File: src/rtl/ft600_bus_sched.sv
// FT600 245-style synchronous FIFO bus scheduler: arbitrates the shared data bus
// between read bursts (into a 4-deep rx FIFO) and write bursts (from the tx stream).
module ft600_bus_sched #(
    parameter int DATA_W    = 16,
    parameter int MAX_BURST = 256
) (
    input  logic              CLK,
    input  logic              nRST,
    input  logic              usb_rxf_n,
    input  logic              usb_txe_n,
    output logic              usb_oe_n,
    output logic              usb_rd_n,
    output logic              usb_wr_n,
    input  logic [DATA_W-1:0] usb_din,
    output logic [DATA_W-1:0] usb_dout,
    output logic              usb_drive,
    output logic              rx_valid,
    output logic [DATA_W-1:0] rx_data,
    input  logic              rx_ready,
    input  logic              tx_valid,
    input  logic [DATA_W-1:0] tx_data,
    output logic              tx_ready,
    output logic              busy,
    output logic [31:0]       rx_count,
    output logic [31:0]       tx_count
);
    typedef enum logic [2:0] {S_IDLE, S_RD_OE, S_RD, S_WR, S_TURN} state_t;

    localparam logic        DIR_RD    = 1'b0;
    localparam logic        DIR_WR    = 1'b1;
    localparam logic [15:0] BURST_MAX = 16'(MAX_BURST);

    state_t            state_q, state_d;
    logic              last_dir_q, last_dir_d;
    logic [15:0]       burst_q, burst_d;
    logic              oe_n_q, oe_n_d, rd_n_q, rd_n_d, drive_q, drive_d;
    logic [DATA_W-1:0] fifo_mem [4];
    logic [1:0]        wr_ptr_q, wr_ptr_d, rd_ptr_q, rd_ptr_d;
    logic [2:0]        level_q, level_d;
    logic [31:0]       rx_count_q, rx_count_d, tx_count_q, tx_count_d;
    logic              push, pop, tx_xfer, rd_req, wr_req, burst_last;
    logic [2:0]        level_after;

    assign push        = (state_q == S_RD) && !usb_rxf_n;
    assign pop         = (level_q != 3'd0) && rx_ready;
    assign tx_ready    = (state_q == S_WR) && !usb_txe_n;
    assign tx_xfer     = tx_ready && tx_valid;
    assign usb_wr_n    = !((state_q == S_WR) && tx_valid);
    assign usb_dout    = tx_data;
    assign level_after = level_q + {2'b00, push} - {2'b00, pop};
    assign burst_last  = (burst_q + 16'd1) == BURST_MAX;
    // Two free slots guarantee the RD_OE cycle plus the first capture can never overflow.
    assign rd_req      = !usb_rxf_n && (level_q <= 3'd2);
    assign wr_req      = !usb_txe_n && tx_valid;

    always_comb begin
        state_d    = state_q;
        last_dir_d = last_dir_q;
        burst_d    = burst_q;
        case (state_q)
            S_IDLE: begin
                if (rd_req && (!wr_req || last_dir_q == DIR_WR)) begin
                    state_d    = S_RD_OE;
                    last_dir_d = DIR_RD;
                    burst_d    = '0;
                end else if (wr_req) begin
                    state_d    = S_WR;
                    last_dir_d = DIR_WR;
                    burst_d    = '0;
                end
            end
            S_RD_OE: state_d = S_RD;
            S_RD: begin
                if (push) burst_d = burst_q + 16'd1;
                if (usb_rxf_n || (push && burst_last) || level_after == 3'd4) state_d = S_TURN;
            end
            S_WR: begin
                if (tx_xfer) burst_d = burst_q + 16'd1;
                if (usb_txe_n || !tx_valid || (tx_xfer && burst_last)) state_d = S_TURN;
            end
            S_TURN:  state_d = S_IDLE;
            default: state_d = S_IDLE;
        endcase
        oe_n_d     = !(state_d == S_RD_OE || state_d == S_RD);
        rd_n_d     = !(state_d == S_RD);
        drive_d    = (state_d == S_WR);
        wr_ptr_d   = wr_ptr_q + {1'b0, push};
        rd_ptr_d   = rd_ptr_q + {1'b0, pop};
        level_d    = level_after;
        rx_count_d = rx_count_q + {31'd0, push};
        tx_count_d = tx_count_q + {31'd0, tx_xfer};
    end

    always_ff @(posedge CLK) begin
        if (!nRST) begin
            state_q    <= S_IDLE;
            last_dir_q <= DIR_WR;
            burst_q    <= '0;
            oe_n_q     <= 1'b1;
            rd_n_q     <= 1'b1;
            drive_q    <= 1'b0;
            wr_ptr_q   <= '0;
            rd_ptr_q   <= '0;
            level_q    <= '0;
            rx_count_q <= '0;
            tx_count_q <= '0;
        end else begin
            state_q    <= state_d;
            last_dir_q <= last_dir_d;
            burst_q    <= burst_d;
            oe_n_q     <= oe_n_d;
            rd_n_q     <= rd_n_d;
            drive_q    <= drive_d;
            wr_ptr_q   <= wr_ptr_d;
            rd_ptr_q   <= rd_ptr_d;
            level_q    <= level_d;
            rx_count_q <= rx_count_d;
            tx_count_q <= tx_count_d;
        end
    end

    // Storage needs no reset; pointers and level define which entries are live.
    always_ff @(posedge CLK) begin
        if (push) fifo_mem[wr_ptr_q] <= usb_din;
    end

    assign usb_oe_n  = oe_n_q;
    assign usb_rd_n  = rd_n_q;
    assign usb_drive = drive_q;
    assign rx_valid  = (level_q != 3'd0);
    assign rx_data   = fifo_mem[rd_ptr_q];
    assign busy      = (state_q != S_IDLE);
    assign rx_count  = rx_count_q;
    assign tx_count  = tx_count_q;
endmodule

File: config.mk
export PLATFORM = sky130hd
export DESIGN_NAME = ft600_bus_sched
export DESIGN_NICKNAME = d
export VERILOG_FILES = /design/src/rtl/ft600_bus_sched.sv
export SDC_FILE = /design/constraint.sdc
export NUM_CORES = 1
export LEC_CHECK = 0
export CORE_MARGIN = 10
export CORE_UTILIZATION = 38
export CTS_BUF_LIST = sky130_fd_sc_hd__clkbuf_8
export DETAILED_ROUTE_END_ITERATION = 16
export GPL_TIMING_DRIVEN = 0
export RECOVER_POWER = 25
export SYNTH_ARGS = -nofsm -noshare
export SYNTH_HDL_FRONTEND = slang
export SYNTH_SLANG_ARGS = --single-unit
export TNS_END_PERCENT = 5
File: constraint.sdc
create_clock -name CLK -period 5.2 [get_ports CLK]
set_input_delay 1.04 -clock CLK [delete_from_list [all_inputs] [get_ports CLK]]
set_output_delay 1.04 -clock CLK [all_outputs]
set_load 0.02 [all_outputs]
## Word-level counts from Yosys, hierarchy flattened

Memory sizes are Yosys's and may differ from the RTL's. A register that Yosys moved wholly into a read port is not among the register bits.
Cells that the tools add are included.

- Add/sub/neg operators: 7
- $lt $le $gt $ge: 1
- Eq/ne operators: 11
- Mux-type cells: 15
- Reductions and logical operators: 30

Operator list:

| kind | number |
|---|---|
| $add 32x1->32 | 2 |
| $mux 16 | 4 |
| $pmux 16 s3 | 1 |
| $add 16x1->16 const B | 1 |
| $eq 16x9->1 const B | 1 |
| $eq 3x2->1 const B | 4 |
| $mux 3 | 4 |
| $pmux 3 s4 | 1 |
| $logic_and 1x1->1 | 10 |
| $reduce_bool 3->1 | 3 |
| $logic_not 1->1 | 7 |
| $eq 3x1->1 const B | 2 |
| $logic_or 1x1->1 | 6 |
| $add 2x1->2 | 2 |
| $mux 1 | 4 |
| $ne 2x2->1 const B | 2 |
| $reduce_and 4->1 | 1 |
| $add 3x1->3 | 1 |
| $eq 3x3->1 const B | 1 |
| $le 3x2->1 const B | 1 |
| $logic_not 3->1 | 1 |
| $ne 3x3->1 const B | 1 |
| $sub 3x1->3 | 1 |
| $mux 2 | 1 |
| other kinds (2) | 2 |

- Register bits after elaboration: 94
- Bits in writable memories: 64
- Input bits: 38
- Output and inout bits: 103
- Logic and storage cells: 76
- Memories: 1

Memories:

| memory | words | bits a word | read ports | clocked after memory_dff | write ports | RTL line | source |
|---|---|---|---|---|---|---|---|
| fifo_mem | 4 | 16 | 1 | 1 | 1 | 37 | `logic [DATA_W-1:0] fifo_mem [4];` |

## Logic depth before layout (Yosys ltp)

- Depth after elaboration: 11
- Depth in mapped cells: 13
- Gate-level depth less buffers: 13

## Worst setup path after synthesis

Ideal clock, no wire load.

- Kind: input -> register
- Start point: input port usb_rxf_n
- End point: register drive_q (netlist: usb_drive)
- Setup time: 0.115 ns
- Data arrival time: 3.278 ns
- Data required time: 5.085 ns
- Path slack: 1.807 ns
- Cell stages on the path: 11
- Buffers on the path: 0
- Cells stage by stage: nor3_1 > inv_1 > ha_1 > inv_1 > ha_1 > fa_1 > xor2_1 > o31ai_1 > a21oi_1 > a32o_2 > and2_1

- Word-level cells in the longest chain between the ends: 9
- Elaborated cells between the ends (all ways): 14
- Classes of those cells: add/sub (2); eq/ne (2); mux (3); reduce/logical (7)

RTL lines:

| item | RTL line | source |
|---|---|---|
| start: declaration | 9 | `input logic usb_rxf_n,` |
| $logic_not 1->1 | 44, 53 |  |
| $logic_and 1x1->1 | 44 | `assign push = (state_q == S_RD) && !usb_rxf_n;` |
| $add 3x1->3 | 50 | `assign level_after = level_q + {2'b00, push} - {2'b00, pop};` |
| $sub 3x1->3 | 50 |  |
| $eq 3x3->1 | 75 | `if (usb_rxf_n \|\| (push && burst_last) \|\| level_after == 3'd4) state_d = S_TURN;` |
| $logic_or 1x1->1 | 75 |  |
| $mux 3 | 75 |  |
| $pmux 3 s4 * | 60 | `case (state_q)` |
| $eq 3x2->1 * | 86 | `drive_d = (state_d == S_WR);` |
| end signal: assignment | 113 | `drive_q <= drive_d;` |
| end: declaration | 36 | `logic oe_n_q, oe_n_d, rd_n_q, rd_n_d, drive_q, drive_d;` |

Mark *: on every way between the ends. The rest lies on a longest branch, timed or not.
A chain may end at the register's enable or synchronous reset.

## Worst setup path in the final report

- Start point: input port usb_rxf_n
- End point: register oe_n_q (netlist: usb_oe_n)

- Word-level cells in the longest chain between the ends: 11
- Elaborated cells between the ends (all ways): 17
- Classes of those cells: add/sub (2); eq/ne (3); mux (3); reduce/logical (9)

RTL lines:

| item | RTL line | source |
|---|---|---|
| $logic_not 1->1 | 44, 53 |  |
| $logic_and 1x1->1 | 44 |  |
| $add 3x1->3 | 50 |  |
| $sub 3x1->3 | 50 |  |
| $eq 3x3->1 | 75 |  |
| $logic_or 1x1->1 | 75 |  |
| $mux 3 | 75 |  |
| $pmux 3 s4 * | 60 |  |
| $eq 3x1->1 or $eq 3x2->1 (tied branches) | 84 | `oe_n_d = !(state_d == S_RD_OE \|\| state_d == S_RD);` |
| $logic_or 1x1->1 * | 84 |  |
| $logic_not 1->1 * | 84 |  |
| end signal: assignment | 111 | `oe_n_q <= oe_n_d;` |
| end: declaration | 36 |  |

Marked as above.

==> impl_metrics.yaml <==
run_status:
  status: "finished, final reports clean"
grt:
  antenna_found_initial: 1
  grt_usage_pct: 14.4
  gr-total-overflow: 0
  grt_max_degree: 17
  grt_pass1_wl_microns: 27800
  grt_pass1_vias: 5378
worst_setup_path:
  reg2reg_depth: 13
  cp_max_fo: 5
  r2r_end: "usb_oe_n$_SDFF_PN1_"
  crit_family: "compound AO/OA/AOI/OAI gates"
  slowest_stage: "dlygate4sd3_1"
  cp.required_ns: 5.55
  path_cells: "dlygate4sd3_1, nor3_1, inv_1, ha_1, inv_1, ha_1, fa_1, xor2_1, o31ai_1, a21oi_1, a32o_2, a32oi_1"
  critPathBufInv: 3
  path_depth: 12
  start_kind: "input port"
  ff2ff_setup_slack_ns: 1.74
  r2r_start: "state_q[2]$_SDFF_PN0_"
  crit_arrival_ns: 4.51
  max_stage_delay_ns: 0.58
  crit_type: "input port to register"
  critPathCaptureType: "register"
place:
  numPortBuffers: 124
  place_congestion: 0.866
  dp_hpwl_microns: 12600
drt:
  vias: 5113
  drt_iter0_markers: 322
  postRouteAntennaNets: 0
  drtPass1Iterations: 5
  wirelength_microns: 16900
  drt-vias-per-instance: 5.08
  drc: 0
  wl_per_cell_microns: 16.8
floorplan:
  fp.dieArea_sq_um: 23700
  rows: 48
  die_h_microns: 154
  die-width_microns: 154
  io_pins: 141
  core_area_sq_um: 17400
  start_util_pct: 39.1
layout:
  drive_above_1_share_pct: 10.5
  final_nets: 817
  n_fill_cell: 1574
  fin_util_pct: 50.1
  area_growth_pct: 27.9
synth:
  synth_top_area_cell: "edfxtp_1"
  synth_most_common_cell: "dfxtp_1"
  seq_area_frac_synth_pct: 55.8
  synth-edff-count: 64
  postSynthCellCount: 622
  synth_common_cells: "dfxtp_1, nor2_1, edfxtp_1"
  synth_area_leaders: "edfxtp_1, dfxtp_1, mux4_2, nor2_1, xor2_1"
  synth_area_sq_um: 6820
  ys_warn_count: 0
  synthFlopType: "dfxtp_1"
  synth_cell_type_count: 53
  synth_top_area_share_pct: 28.2
  synth-async-reset-ratio_pct: 0
  yosys_register_bits: 158
  synth_fp_nets: 671
  avgSynthCellArea_sq_um: 11.0
clocking:
  numCtsBuffers: 17
  clock-root-buffer: "clkbuf_8"
  cts_tree: "yes"
  post-cts-setup-buffer-count: 0
  hold_buffers: 0
  path_clk_slew_ns: 0.08
  cts_buffer_depth: 2
  clock-sinks: 158
  clk_latency_ns: 0.45
  cts_resized: 0
  htreeDepth: 4
sta:
  final.setup_skew_ns: 0.0128
  worst_slew_pin_slew_ns: 0.934
  period_share_pct: 80.1
  min_period_ns: 4.17
  rsz0062_at_grt: "no"
  fin_setup_tns_ns: 0
  finalMaxSlewViolations: 0
  clock.fmax_ghz: 0.240
  relSlewSlack_pct: 37.4
  setup_viol: 0
  hold_viol: 0
min_path:
  hp-start: "burst_q[15]$_SDFFE_PN0P_"
  hold_path_class: "register to register"
  holdPathEnd: "burst_q[15]$_SDFFE_PN0P_"
  hold_path_depth: 2
pwr:
  power.leakage_uw: 0.00301
  p_per_area_nw_per_um2: 330
  ir_drop_uv: 213
flow_run:
  drv_cap: 0
registers in the layout, summed over array words and instances, names as in the netlist, 2 cells and up:
name and flops:
tx_count 32, rx_count 32, fifo_mem 64, rd_ptr_q 2, burst_q 16, level_q 3
wr_ptr_q 2, state_q 3
report_power, final:
group	switching, uW	internal (uW)
clock	443	367
combinational	384	312
sequential	29.9	1340
total	857	2020
cells by family (layout without fill, tap and decap cells):
kind of cell               after synthesis  after routing  share of synthesized area [%]
other                                    0              1                              0
xor gates and xnor gates                60             60                           7.71
AOI/OAI and AO/OA                       63             63                           5.18
muxes                                   16             16                           5.29
DFF                                    158            158                           55.8
and+or+nand+nor                        266            266                           20.2
adders and majority gates               11             11                           2.13
buffers and inverters                   48            207                           3.67
worst reg2reg max path, delay by kind of cell (launching register included):
kind,cells,cell delay [ns]
compound gates,4,1.05
xor+xnor,1,0.17
fa+ha+maj,3,0.88
buf+inv,3,0.32
flops,1,0.33
simple gates,2,0.62
cell type report:
class	count	area [sq um]	share of cell area (%)
plain buffers	35	201	2.31
multi-input cells	416	2760	31.6
clock inverters	15	109	1.25
well taps	225	282	3.23
repair buffers	127	1280	14.7
diodes	1	2.50	0.0287
inverters	13	48.8	0.560
flip-flops and latches	158	3800	43.6
clock buffers	17	234	2.68
per-stage QoR:
step           total power, uW  hold WS [ns]  std cells  cell area (sq um)  worst slack [ns]
6_report                  2880         0.512       1007               8720              1.03
5_1_grt                   3050         0.528       1007               8720             0.819
3_3_place_gp              2100         0.470        971               8340             0.315
3_5_place_dp              2110         0.500        974               8390             0.683
2_1_floorplan             1820         0.470        622               6820              1.81
4_1_cts                   2920         0.510       1006               8730              1.17
metal layers:
layer | wire (microns) | up-vias | global-route usage [%]
met5 | 0 | - | 0
met4 | 228 | 0 | 5.22
met3 | 939 | 16 | 4.21
met2 | 8500 | 133 | 24.5
met1 | 7230 | 2479 | 16.7
li1 | - | 2485 | -
layout by cell type (no fill, tap or decap), types with 4 or more instances in the layout:
cell / instances
edfxtp_1: 64
dlygate4sd3_1: 26
nand2_1: 49
a21oi_1: 26
mux4_2: 16
xnor2_1: 26
clkbuf_1: 14
nand3_1: 31
clkinv_2: 4
and2_1: 24
clkdlybuf4s50_1: 98
a31oi_1: 4
ha_1: 10
xor2_1: 34
o21ai_0: 22
and3_1: 10
buf_4: 16
nor3_1: 8
inv_1: 17
nor2_1: 81
or3_1: 13
clkbuf_8: 17
and4_1: 4
dfxtp_1: 94
nand4_1: 15
worst max-delay path by stage:
| stage | from | to | slack, ns |
|---|---|---|---|
| final | usb_rxf_n | usb_oe_n$_SDFF_PN1_ | 1.03 |
| after global routing | usb_rxf_n | usb_oe_n$_SDFF_PN1_ | 0.82 |
| after CTS | usb_rxf_n | usb_oe_n$_SDFF_PN1_ | 1.17 |
| after detailed placement | usb_rxf_n | usb_oe_n$_SDFF_PN1_ | 0.68 |
| after global placement | usb_rxf_n | fifo_mem[1][8]$_DFFE_PP_ | 0.32 |
| after floorplan | usb_rxf_n | usb_drive$_SDFF_PN0_ | 1.81 |
(Power assumes the default switching activity.)
